**config.mk**
```make
export PLATFORM = sky130hd
export DESIGN_NAME = invader_march_ctrl_flat
export DESIGN_NICKNAME = d
export VERILOG_FILES = /design/src/rtl/invader_march_ctrl_pkg.sv /design/src/rtl/invader_march_ctrl_if.sv /design/src/rtl/invader_march_ctrl_period_counter.sv /design/src/rtl/invader_march_ctrl.sv /design/src/flat_wrapper.sv
export SDC_FILE = /design/constraint.sdc
export NUM_CORES = 1
export LEC_CHECK = 0
export ABC_AREA = 1
export CAP_MARGIN = 25
export CORE_MARGIN = 5
export CORE_UTILIZATION = 40
export DETAILED_ROUTE_END_ITERATION = 10
export GPL_TIMING_DRIVEN = 0
export SLEW_MARGIN = 20
export SYNTH_ARGS = -nofsm -noshare
export SYNTH_HDL_FRONTEND = slang
export SYNTH_SLANG_ARGS = --single-unit
```
**constraint.sdc**
```tcl
create_clock -name clk -period 3.8 [get_ports clk]
set_input_delay 0.76 -clock clk [delete_from_list [all_inputs] [get_ports clk]]
set_output_delay 0.76 -clock clk [all_outputs]
set_load 0.05 [all_outputs]
```
**src/rtl/invader_march_ctrl_pkg.sv**
```systemverilog
// Shared types and default tuning for the alien-formation march scheduler.
package march_pkg;

    typedef enum logic [1:0] {
        IDLE  = 2'd0,
        MARCH = 2'd1,
        DROP  = 2'd2,
        HALT  = 2'd3
    } march_state_t;

    localparam int CNT_W_DEF        = 6;
    localparam int MIN_PERIOD_DEF   = 2;
    localparam int PERIOD_SHIFT_DEF = 2;

endpackage

```
**src/rtl/invader_march_ctrl_if.sv**
```systemverilog
// Bus between the frame-tick/game-state sources and the march scheduler.
interface invader_march_ctrl_if #(
    parameter int CNT_W = 6
);
    logic             frame_tick;
    logic             start;
    logic             halt_req;
    logic [CNT_W-1:0] alive_count;
    logic             edge_left;
    logic             edge_right;
    logic             step_pulse;
    logic             drop_pulse;
    logic             dir_right;
    logic             anim_phase;
    logic             wave_clear;
    logic             busy;

    modport master (
        output frame_tick, start, halt_req, alive_count, edge_left, edge_right,
        input  step_pulse, drop_pulse, dir_right, anim_phase, wave_clear, busy
    );

    modport slave (
        input  frame_tick, start, halt_req, alive_count, edge_left, edge_right,
        output step_pulse, drop_pulse, dir_right, anim_phase, wave_clear, busy
    );
endinterface

```
**src/rtl/invader_march_ctrl_period_counter.sv**
```systemverilog
// Loadable down counter that times frame ticks between formation steps.
module march_period_counter #(
    parameter int W = 6
) (
    input  logic         clk,
    input  logic         rst,
    input  logic         load,
    input  logic         dec,
    input  logic         hold,
    input  logic [W-1:0] load_val,
    output logic [W-1:0] count,
    output logic         zero
);

    // Load wins over everything; hold only suppresses decrement.
    always_ff @(posedge clk) begin
        if (rst) begin
            count <= '0;
        end else if (load) begin
            count <= load_val;
        end else if (dec && !hold && (count != '0)) begin
            count <= count - W'(1);
        end
    end

    assign zero = (count == '0);

endmodule

```
**src/rtl/invader_march_ctrl.sv**
```systemverilog
// March scheduler: paces formation steps, edge drops/reversals, freeze and wave clear.
module invader_march_ctrl
    import march_pkg::*;
#(
    parameter int CNT_W        = CNT_W_DEF,
    parameter int MIN_PERIOD   = MIN_PERIOD_DEF,
    parameter int PERIOD_SHIFT = PERIOD_SHIFT_DEF
) (
    input  logic                clk,
    input  logic                reset,
    invader_march_ctrl_if.slave bus
);

    march_state_t     state, state_nxt;
    logic [CNT_W-1:0] period;
    logic [CNT_W-1:0] count;
    logic             cnt_zero;
    logic             cnt_load, cnt_dec;
    logic             step_q, drop_q, wclr_q, dir_q, anim_q;
    logic             step_nxt, drop_nxt, wclr_nxt, dir_nxt, anim_nxt;
    logic             no_aliens, edge_hit;

    // Fewer aliens -> shorter period -> faster march; sampled only on reload.
    assign period    = CNT_W'(MIN_PERIOD) + (bus.alive_count >> PERIOD_SHIFT);
    assign no_aliens = (bus.alive_count == '0);
    assign edge_hit  = (dir_q & bus.edge_right) | (!dir_q & bus.edge_left);

    march_period_counter #(.W(CNT_W)) u_cnt (
        .clk      (clk),
        .rst      (reset),
        .load     (cnt_load),
        .dec      (cnt_dec),
        .hold     (bus.halt_req),
        .load_val (period),
        .count    (count),
        .zero     (cnt_zero)
    );

    always_comb begin
        state_nxt = state;
        cnt_load  = 1'b0;
        cnt_dec   = 1'b0;
        step_nxt  = 1'b0;
        drop_nxt  = 1'b0;
        wclr_nxt  = 1'b0;
        dir_nxt   = dir_q;
        anim_nxt  = anim_q;
        case (state)
            IDLE: begin
                if (bus.start) begin
                    state_nxt = MARCH;
                    cnt_load  = 1'b1;
                    dir_nxt   = 1'b1;
                    anim_nxt  = 1'b0;
                end
            end
            MARCH: begin
                if (bus.frame_tick) begin
                    if (no_aliens) begin
                        state_nxt = HALT;
                        wclr_nxt  = 1'b1;
                    end else if (!bus.halt_req) begin
                        if (!cnt_zero) begin
                            cnt_dec = 1'b1;
                        end else begin
                            cnt_load = 1'b1;
                            // Reaching the border replaces the step with a drop.
                            if (edge_hit) begin
                                state_nxt = DROP;
                            end else begin
                                step_nxt = 1'b1;
                                anim_nxt = ~anim_q;
                            end
                        end
                    end
                end
            end
            DROP: begin
                if (bus.frame_tick) begin
                    if (no_aliens) begin
                        state_nxt = HALT;
                        wclr_nxt  = 1'b1;
                    end else if (!bus.halt_req) begin
                        state_nxt = MARCH;
                        drop_nxt  = 1'b1;
                        dir_nxt   = ~dir_q;
                        cnt_load  = 1'b1;
                    end
                end
            end
            HALT: begin
                if (bus.start) begin
                    state_nxt = MARCH;
                    cnt_load  = 1'b1;
                    dir_nxt   = 1'b1;
                end
            end
            default: state_nxt = IDLE;
        endcase
    end

    always_ff @(posedge clk) begin
        if (reset) begin
            state  <= IDLE;
            step_q <= 1'b0;
            drop_q <= 1'b0;
            wclr_q <= 1'b0;
            dir_q  <= 1'b1;
            anim_q <= 1'b0;
        end else begin
            state  <= state_nxt;
            step_q <= step_nxt;
            drop_q <= drop_nxt;
            wclr_q <= wclr_nxt;
            dir_q  <= dir_nxt;
            anim_q <= anim_nxt;
        end
    end

    assign bus.step_pulse = step_q;
    assign bus.drop_pulse = drop_q;
    assign bus.wave_clear = wclr_q;
    assign bus.dir_right  = dir_q;
    assign bus.anim_phase = anim_q;
    assign bus.busy       = (state == MARCH) || (state == DROP);

endmodule

```
**src/flat_wrapper.sv**
```systemverilog
// flat-port wrapper written by rule: the top's interface ports become plain ports
module invader_march_ctrl_flat import march_pkg::*;
#(
    parameter int CNT_W        = CNT_W_DEF,
    parameter int MIN_PERIOD   = MIN_PERIOD_DEF,
    parameter int PERIOD_SHIFT = PERIOD_SHIFT_DEF
)
  (clk, reset, bus_frame_tick, bus_start, bus_halt_req, bus_alive_count, bus_edge_left, bus_edge_right, bus_step_pulse, bus_drop_pulse, bus_dir_right, bus_anim_phase, bus_wave_clear, bus_busy);
  invader_march_ctrl_if #(.CNT_W(CNT_W)) bus_i ();
  input  logic clk;
  input  logic reset;
  input wire logic [$bits(bus_i.frame_tick)-1:0] bus_frame_tick;
  input wire logic [$bits(bus_i.start)-1:0] bus_start;
  input wire logic [$bits(bus_i.halt_req)-1:0] bus_halt_req;
  input wire logic [$bits(bus_i.alive_count)-1:0] bus_alive_count;
  input wire logic [$bits(bus_i.edge_left)-1:0] bus_edge_left;
  input wire logic [$bits(bus_i.edge_right)-1:0] bus_edge_right;
  output wire logic [$bits(bus_i.step_pulse)-1:0] bus_step_pulse;
  output wire logic [$bits(bus_i.drop_pulse)-1:0] bus_drop_pulse;
  output wire logic [$bits(bus_i.dir_right)-1:0] bus_dir_right;
  output wire logic [$bits(bus_i.anim_phase)-1:0] bus_anim_phase;
  output wire logic [$bits(bus_i.wave_clear)-1:0] bus_wave_clear;
  output wire logic [$bits(bus_i.busy)-1:0] bus_busy;
  assign bus_i.frame_tick = bus_frame_tick;
  assign bus_i.start = bus_start;
  assign bus_i.halt_req = bus_halt_req;
  assign bus_i.alive_count = bus_alive_count;
  assign bus_i.edge_left = bus_edge_left;
  assign bus_i.edge_right = bus_edge_right;
  assign bus_step_pulse = bus_i.step_pulse;
  assign bus_drop_pulse = bus_i.drop_pulse;
  assign bus_dir_right = bus_i.dir_right;
  assign bus_anim_phase = bus_i.anim_phase;
  assign bus_wave_clear = bus_i.wave_clear;
  assign bus_busy = bus_i.busy;
  invader_march_ctrl #(.CNT_W(CNT_W), .MIN_PERIOD(MIN_PERIOD), .PERIOD_SHIFT(PERIOD_SHIFT)) u_core (.clk(clk), .reset(reset), .bus(bus_i));
endmodule
```
# Word level (Yosys, flattened, before mapping)
# Index checks and enable logic that the tools add are counted.
[classes]
addsub = 2
eq_ne = 17
n_mux = 40
n_bitwise = 10
n_reduce_logical = 20
[ops]
columns = ["cell", "n"]
rows = [
  ["1-bit two-way mux", 25],
  ["2-bit two-way mux", 9],
  ["2-bit != test, second input constant", 8],
  ["7-bit AND reduction", 2],
  ["6-bit zero test", 2],
  ["6-bit two-way mux", 2],
  ["1-bit NOT", 7],
  ["3-bit by 1-bit != test with 1-bit output, second input constant", 2],
  ["3-bit by 2-bit != test with 1-bit output, second input constant", 2],
  ["2-bit case mux with 3 select lines", 1],
  ["2-bit nonzero test", 3],
  ["6-bit nonzero test", 1],
  ["2-bit OR reduction", 3],
  ["6-bit OR reduction", 1],
  ["6-bit by 1-bit subtractor with 6-bit output, second input constant", 1],
  ["2-bit by 4-bit adder with 5-bit output, first input constant", 1],
  ["5-bit AND reduction", 1],
  ["2-bit == test, second input constant", 2],
  ["2-bit by 1-bit != test with 1-bit output, second input constant", 2],
  ["1-bit case mux with 2 select lines", 2],
  ["1-bit case mux with 3 select lines", 1],
  ["3-bit OR reduction", 1],
  ["1-bit bitwise AND", 2],
  ["2-bit by 1-bit == test with 1-bit output, second input constant", 1],
  ["5 further kinds", 7],
]
[totals]
regBits = 13
inputBits = 13
output_inout_bits = 6
wordCells = 96

# Depth between registers and ports, before layout
[depth]
word_depth = 10
mapped_depth = 11
mapped_depth_nobuf = 11

# Cells and area by module
# A second synthesis with hierarchy kept.
[unflattened]
hier_cells = 157
area_unflattened_um2 = 1017.2
[modules_own_cells]
columns = ["mod", "n_inst", "cells_per_inst", "area_per_inst_um2", "seq_area_each_um2"]
rows = [
  ["invader_march_ctrl", 1, 86, 584.3, 140.1],
  ["march_period_counter", 1, 71, 432.9, 120.1],
]

# Least setup slack after synthesis
# OpenSTA, ideal clock, no wires.
[synth_path]
path_kind = "register to register"
start = "reg u_core.state[0]"
end = "reg u_core.u_cnt.count[0]"
setup_time_ns = 0.117
arrival_time_ns = 1.810
required_time_ns = 3.683
slack_ns = 1.873
path_stages_with_launch = 10
n_path_buf = 0
period_less_slack_ns = 1.927
path_cell_list = "dfxtp_1 inv_1 ha_1 inv_1 a21oi_1 nand2_4 nand2_8 o21ai_1 a21oi_1 nor2_1"
[synth_via]
elab_chain_len = 5
word_cells_on_any_way = 11
cone_classes = "eq/ne: 3; mux: 3; reduce/logical: 5"
[synth_lines]
columns = ["item", "line", "rtl"]
rows = [
  ["from (decl)", "invader_march_ctrl.sv:14", "march_state_t state, state_nxt;"],
  ["from (signal assigned)", "invader_march_ctrl.sv:111", "state <= state_nxt;"],
  ["branches (longest 5 deep; another with 6-bit two-way mux)", "n/a", ""],
  ["to (signal assigned)", "invader_march_ctrl_period_counter.sv:20", "count <= load_val;"],
  ["to (signal assigned)", "invader_march_ctrl_period_counter.sv:22", "count <= count - W'(1);"],
  ["to (decl)", "invader_march_ctrl_period_counter.sv:11", "output logic [W-1:0] count,"],
]
# Several ways; the timed one is not identified.
# A chain may end at the register's enable or synchronous reset.

# Final worst setup path
[layout_path]
start = "reg u_core.state[0]"
end = "out bus_busy"
[layout_via]
elab_chain_len = 2
word_cells_on_any_way = 3
cone_classes = "eq/ne: 2; reduce/logical: 1"
[layout_lines]
columns = ["item", "line", "rtl"]
rows = [
  ["2-bit by 1-bit == test with 1-bit output or 2-bit == test (tied branches)", "invader_march_ctrl.sv:125", "assign bus.busy = (state == MARCH) || (state == DROP);"],
  ["1-bit logical OR *", "invader_march_ctrl.sv:125", ""],
  ["to (decl)", "flat_wrapper.sv:23", "output wire logic [$bits(bus_i.busy)-1:0] bus_busy;"],
]
# Mark *: on every way between the ends. The rest lies on a longest branch, timed or not.

==> qor.txt <==
Status = complete, no violations
CP peak stage delay = 0.82 ns
First-pass GRT wire length = 3.51 mm
Register area share after synthesis = 0.275
Hold depth = 2
Post-CTS Setup Repair Bufs = 0
Ant. Diodes = 0
Worst EP arrival = 1.92 ns
Critical path's top delay family = buffers and inverters
Nets@finish = 176
Layout cells sized above 1 = 0.147
Min-Delay Endpoint = u_core.state[1]
Area contributors post-synth = dfxtp_1 28%, nand2_1 9.5%, ha_1 7.9%
Synth area leader = dfxtp_1
Non-filler instance count after layout = 184
Worst hold slack = 0.489 ns
Worst skew pair latency = 0.29 ns
Buffers and inverters on the worst path = 2
Vias in the first global route = 853
Maximum clock frequency = 0.372 GHz
Post-synth EDFFs = 0
GRT Overall Usage = 0.131
CTS tree = built
Worst vdd ir = 0.000429 V
Post-DP HPWL = 1.59 mm
Clk sinks = 13
# fillers = 237
H-tree lvl count = 1
Pre-antenna DRT Iters = 4
Register bit total from synthesis = 13
Max-cap viol count = 0
Starting density of the core = 0.424
P per Cell Area = 821 mW/mm^2
Critical path capture point type = output pin
Ys async rst share = 0
Reg clk slew, reported paths = 0.09 ns
Vias/cell = 4.90
Multi-input logic area = 614 sq um
Avg Cell Area, Syn = 7.01 sq um
Crit-path max FO = 5
DRT iter0 DRCs = 26
Pin count of the biggest net entering global routing = 11
Minimum clock period = 2.68 ns
DRT antenna net count = 0
Die width = 58.6 microns
Max Buffers Root-to-Sink = 2
Num CTS Buffers = 3
Hold_sp = u_core.state[1]
Min-delay worst type = flip-flop to flip-flop
CTS resizes = 0
Post-CTS Hold Buffers = 0
Synthesized cell area = 946 sq um
Clock Skew = 0.0104 ns
Via count = 902
Slew @ Worst Pin = 0.501 ns
GP Congestion = 0.801
Unique masters post-synth = 27
CTS root buf = clkbuf_4
Pleak = 0.514 nW
Core Region = 0.00223 sq mm
Proportion of netlist area held by the largest area contributor = 0.275
Max-slew violations = 0
Ports = 19
Final instance area = 0.00118 sq mm
RSZ-0062 raised after global routing = false
Synth cell count leaders = 24 x nand2_1, 17 x nor2_1, 16 x inv_1
Layout area overhead = 24.5%
Worst flop-to-flop path endpoint = u_core.u_cnt.count[4]
Post-synth top flop = dfxtp_1
RR Startpoint = u_core.state[0]
Synth Instances = 135
FF-to-FF path depth = 10
# placed instances = 180
Register area = 260 sq um
Period utilisation layout = 0.706
Setup TNS = 0 ns
Crit path kind = flip-flop to output pin
Wirelength per Cell = 10.7 microns
Routed wire length = 1.96 mm
Critical Path RT = 3.04 ns
Slew margin rel. = 0.665
Gr ovfl total = 0
Startpoint types = flip-flop
Worst R2R Setup Slack = 2.06 ns
Port Buffer Count = 17
Tot Pwr = 0.967 mW
Yosys Warn Count = 0
Final setup vio count = 0
Most numerous cell in the Yosys netlist = nand2_1
Initial antenna violation count = 0
Die height = 58.6 microns
Post-Syn Nets = 154
DP Area = 0.00115 sq mm
Critical Path Slowest Stage Cell = clkdlybuf4s50_1
Final hold vios = 0
Area of the die = 0.00344 sq mm
Worst-path cell chain = inv_1 -> ha_1 -> clkdlybuf4s50_1
DRC errors left = 0
# rows = 17
per-stage QoR:
stage | setup WS [ns] | util
after global routing | 1.00 | 0.527
final | 1.12 | 0.527
after CTS | 1.11 | 0.527
after global placement | 1.45 | 0.515
after floorplan | 1.87 | -
after detailed placement | 1.43 | 0.515
cell families after synthesis:
group                      count (synthesis)  share of synthesized area
AOI/OAI and AO/OA                         23                      0.146
DFF                                       13                      0.275
adders and majority gates                  6                     0.0794
buffers and inverters                     19                     0.0754
and+or+nand+nor                           70                      0.388
xor gates and xnor gates                   4                     0.0370
how the worst max path moves through the flow:
stage	cells past startpoint	slack [ns]	end	from
2_1_floorplan	9	1.87	u_core.u_cnt.count[0]	u_core.state[0]
3_3_place_gp	3	1.45	bus_busy	u_core.state[0]
3_5_place_dp	3	1.43	bus_busy	u_core.state[0]
4_1_cts	3	1.11	bus_busy	u_core.state[0]
5_1_grt	3	1.00	bus_busy	u_core.state[0]
6_report	3	1.12	bus_busy	u_core.state[0]
metal layers:
metal	GRT usage	vias up	wire [microns]
met5	0	-	0
met4	0.0583	0	42
met3	0.0285	5	112
met2	0.199	20	844
met1	0.177	400	963
li1	-	477	-
where the power goes:
part	internal [mW]	switching [mW]	leakage [nW]
clock network	0.0409	0.0508	0.0150
logic	0.251	0.406	0.392
registers	0.182	0.0361	0.107
cells in the final DEF, fill, tap and decap left out, drive strengths merged:
master / n
nand2: 29
nor2: 24
inv: 18
clkdlybuf4s50: 17
nand3: 15
dfxtp: 13
a21oi: 10
o21ai: 9
ha: 6
clkbuf: 5
xnor2: 3
a221oi: 1
o211ai: 1
o21bai: 1
nor4: 1
o21a: 1
nor3: 1
xor2: 1
flip-flops by register name (all words and copies together) (netlist names):
name,cells
u_core.bus.anim_phase,1
u_core.u_cnt.count,6
u_core.state,2
u_core.bus.dir_right,1
u_core.bus.drop_pulse,1
u_core.bus.wave_clear,1
u_core.bus.step_pulse,1
worst register-to-register path, delay by kind of cell, from the launching register on:
| family | cells | cell delay (ns) |
|---|---|---|
| AO/OA/AOI/OAI | 2 | 0.33 |
| adder cells (fa/ha/maj) | 1 | 0.34 |
| buffers and inverters | 3 | 0.23 |
| flip-flops | 1 | 0.39 |
| AND/OR/NAND/NOR | 4 | 0.38 |
cell type report:
class                           instances  area share
Sequential cell                        13       0.221
Clock buffer                            4      0.0223
Timing Repair Buffer                   17       0.145
Tap cell                               28      0.0298
Multi-Input combinational cell        103       0.522
Buffer                                  1     0.00319
Inverter                               18      0.0574
(Power assumes the default switching activity.)
==> RTL change 1 (same flow settings) <==
`CNT_W_DEF`: 6 -> 12.
--- a/src/rtl/invader_march_ctrl_pkg.sv
+++ b/src/rtl/invader_march_ctrl_pkg.sv
@@ -10,3 +10,3 @@
 
-    localparam int CNT_W_DEF        = 6;
+    localparam int CNT_W_DEF        = 12;
     localparam int MIN_PERIOD_DEF   = 2;
Ports: changed (resized bus_alive_count); port bits go from 19 to 25. No check against the original RTL was run, so the function may have changed too.
==> RTL change 1 against the unedited design <==
Critical path type unchanged; first-iteration DRC count grew to 3.3 times the old value; routed wire length up 89%; sequential cell count increased by 6; cell area is 63% higher; combinational power rose by 77%; global-route usage is 1.9 points higher; count of clock-buffer cells in the layout unchanged; synthesized cell count grew 74%; synthesized area rose by 68%; sequential share of layout area shrank 2.3 points; power rose by 71%; worst setup slack better by 0.0089 ns; maximum frequency up 0.33%.
==> RTL change 1: results (changes against the unedited design) <==
metric,value,unit,change
DRT met1 WL,1.88,mm,was 963 µm
status,finished clean,,unchanged
synth top area cells,"dfxtp_1 (24%), nand2_1 (11%), nor2_1 (8.0%), nand3_1 (7.9%), inv_1 (6.6%)",,"was dfxtp_1 (28%), nand2_1 (9.5%), ha_1 (7.9%), nor2_1 (6.7%), nand3_1 (6.3%)"
Placer Congestion,0.805,,was 0.801
post-synth net total,261,,was 154
GRT met3 Usage,0.0165,,was 0.0285
Max VDD drop,0.376,mV,was 0.429 mV
Total GRT Usage,0.150,,was 0.131
DRT Wirelength,3.72,mm,was 1.96 mm
wire per inst,12.0,µm,was 10.7 µm
met2 Use GR,0.237,,was 0.199
metal2 WL,1.62,mm,was 844 µm
Cells after DPL,306,,was 180
vias in the first global route,1389,,was 853
"Seq/Total Area, Yosys",0.240,,was 0.275
Leakage,0.000846,µW,was 0.000514 µW
fill cell count,416,,was 237
routed vias/inst,4.93,,was 4.90
skew final,0.000878,ns,was 0.0104 ns
CTS root buf,clkbuf_8,,was clkbuf_4
Detail Placement HPWL,2.93,mm,was 1.59 mm
Hold Startpoint,u_core.u_cnt.count[11]$_SDFFE_PP0P_,,was u_core.state[1]$_SDFFE_PP0P_
Final nets,289,,was 176
fraction of layout cells with a size suffix above 1,0.137,,was 0.147
Netlist cell types,33,,was 27
global-route wire length before repair,6.27,mm,was 3.51 mm
top flop regs,"u_core.u_cnt.count: 12 flops, u_core.state: 2 flops",,"was u_core.u_cnt.count: 6 flops, u_core.state: 2 flops"
==> RTL change 1: report_power, final <==
part | leakage [µW] | internal, µW | switching [µW]
registers | 0.000156 | 274 | 74.2
logic | 0.000666 | 443 | 712
clock network | 0.0000228 | 75.0 | 77.4
==> RTL change 1: kinds of logic (layout without fill, tap and decap cells) <==
family,count (synthesis),after routing,share of synthesized area
adder cells (fa/ha/maj),7,7,0.0552
AO/OA/AOI/OAI,31,31,0.129
buffers and inverters,34,61,0.0978
XOR/XNOR,12,12,0.0662
AND/OR/NAND/NOR,132,132,0.412
flip-flops,19,19,0.240
==> RTL change 1: worst reg2reg max path: cells and delay by family (launching register included) <==
kind / cells / cell delay [ns]
flip-flops: 1 / 0.39
adder cells (fa/ha/maj): 1 / 0.36
AND/OR/NAND/NOR: 4 / 0.34
buffers and inverters: 3 / 0.30
AO/OA/AOI/OAI: 2 / 0.32
==> RTL change 1: path summary, 6_finish.rpt <==
check                                                      endpoint  slack, ns
worst max-delay path                                       bus_busy       1.12
worst max register to register   u_core.u_cnt.count[0]$_SDFFE_PP0P_       2.00
worst min-delay path            u_core.u_cnt.count[11]$_SDFFE_PP0P_       0.50
worst min register to register  u_core.u_cnt.count[11]$_SDFFE_PP0P_       0.50
==> RTL change 1: layout make-up <==
type	instances	share of cell area
inverters	29	0.0566
clock buffers	4	0.0234
repair buffers	23	0.120
multi-input cells	182	0.547
plain buffers	5	0.0241
flip-flops and latches	19	0.198
well taps	48	0.0313
==> RTL change 1: through the flow <==
stage	total power, µW	cell area [µm²]	hold WS [ns]	worst slack (ns)	util
global route	1820	1920	0.536	1.06	0.513
detailed placement	1500	1880	0.487	1.27	0.501
CTS	1660	1920	0.502	1.12	0.513
floorplan	1260	1590	0.460	1.84	-
finish	1660	1920	0.501	1.12	0.513
global placement	1500	1880	0.491	1.27	0.501
==> RTL change 2 (same flow settings) <==
Made on the original files. Make the reset (`reset` and `rst`) asynchronous in 2 clocked blocks.
--- a/src/rtl/invader_march_ctrl_period_counter.sv
+++ b/src/rtl/invader_march_ctrl_period_counter.sv
@@ -15,3 +15,3 @@
     // Load wins over everything; hold only suppresses decrement.
-    always_ff @(posedge clk) begin
+    always_ff @(posedge clk or posedge rst) begin
         if (rst) begin
--- a/src/rtl/invader_march_ctrl.sv
+++ b/src/rtl/invader_march_ctrl.sv
@@ -101,3 +101,3 @@
 
-    always_ff @(posedge clk) begin
+    always_ff @(posedge clk or posedge reset) begin
         if (reset) begin
Behaviour: differs if reset is asserted again (counterexample within 4 cycles, from zero or initial values and one cycle with reset high); with reset held inactive, the same outputs for 10 cycles.
==> RTL change 2 against the unedited design <==
Worst setup slack got worse by 0.043 ns; largest power group unchanged; power rose by 0.62%; register-to-register slack improved by 0.07 ns; first-iteration DRC count rose by 7.7%; synthesized area fell by 0.79%; routed wire length fell by 1.3%; cell area rose by 0.21%; non-clock buffer count rose by 1; sequential cell count did not move; final cell count fell by 1.1%.
==> RTL change 2: results (changes against the unedited design) <==
metric,value,unit,change
status,finished clean,,unchanged
post-synthesis adder-cell area fraction,0.0800,,was 0.0794
Placer Congestion,0.818,,was 0.801
Gate power share,0.656,,was 0.679
power per cell area,825,nW/µm²,was 821 nW/µm²
fraction of layout cells with a size suffix above 1,0.136,,was 0.147
worst reg2reg setup slack,2.13,ns,was 2.06 ns
vias,870,,was 902
Final nets,174,,was 176
most frequent cells after synthesis,"nand2_1 (35), inv_1 (18), nand3_1 (17)",,"was nand2_1 (24), nor2_1 (17), inv_1 (16)"
Leakage,0.000602,µW,was 0.000514 µW
Port-buffer cells,18,,was 17
final worst setup slack,1.07,ns,was 1.12 ns
Hold Startpoint,u_core.bus.anim_phase$_DFFE_PP0P_,,was u_core.state[1]$_SDFFE_PP0P_
Cells after DPL,178,,was 180
synth top area cells,"dfrtp_1 (32%), nand2_1 (14%), nand3_1 (9.1%), ha_1 (8.0%), inv_1 (7.2%)",,"was dfxtp_1 (28%), nand2_1 (9.5%), ha_1 (7.9%), nor2_1 (6.7%), nand3_1 (6.3%)"
number of DRC markers in iteration 0,28,,was 26
DP Area,1150,µm²,about the same
ys async rst share,1.00,,was 0
reg2reg start,u_core.state[0]$_DFFE_PP0P_,,was u_core.state[0]$_SDFFE_PP0P_
largest net degree at the start of global routing,14,,was 11
hold endpoint,u_core.bus.anim_phase$_DFFE_PP0P_,,was u_core.state[1]$_SDFFE_PP0P_
worst hold margin,0.507,ns,was 0.489 ns
Slew HR,0.665,,about the same
Max VDD drop,0.492,mV,was 0.429 mV
RTL change 2: changes by cell type after synthesis, moves of 3 or more:
| cell | unedited run | this run |
|---|---|---|
| dfxtp_1 | 13 | 0 |
| dfrtp_1 | 0 | 12 |
| nand2_1 | 24 | 35 |
| nor2_1 | 17 | 11 |
| nand2_2 | 1 | 6 |
| nand3_1 | 12 | 17 |
| a21oi_1 | 8 | 4 |
| nand2_4 | 3 | 0 |
RTL change 2: area by class of cell:
class | count | area, µm²
Fill cell | 239 | 1050
Multi-Input combinational cell | 100 | 533
Sequential cell | 13 | 327
Timing Repair Buffer | 18 | 180
Inverter | 18 | 67.6
Tap cell | 28 | 35.0
Clock buffer | 4 | 26.3
Buffer | 1 | 11.3
RTL change 2: per-layer routing:
metal	up-vias	wire length, µm	track usage
li1	460	-	-
met3	5	113	0.0285
met5	-	0	0
met4	0	46	0.0695
met2	23	834	0.183
met1	382	943	0.184
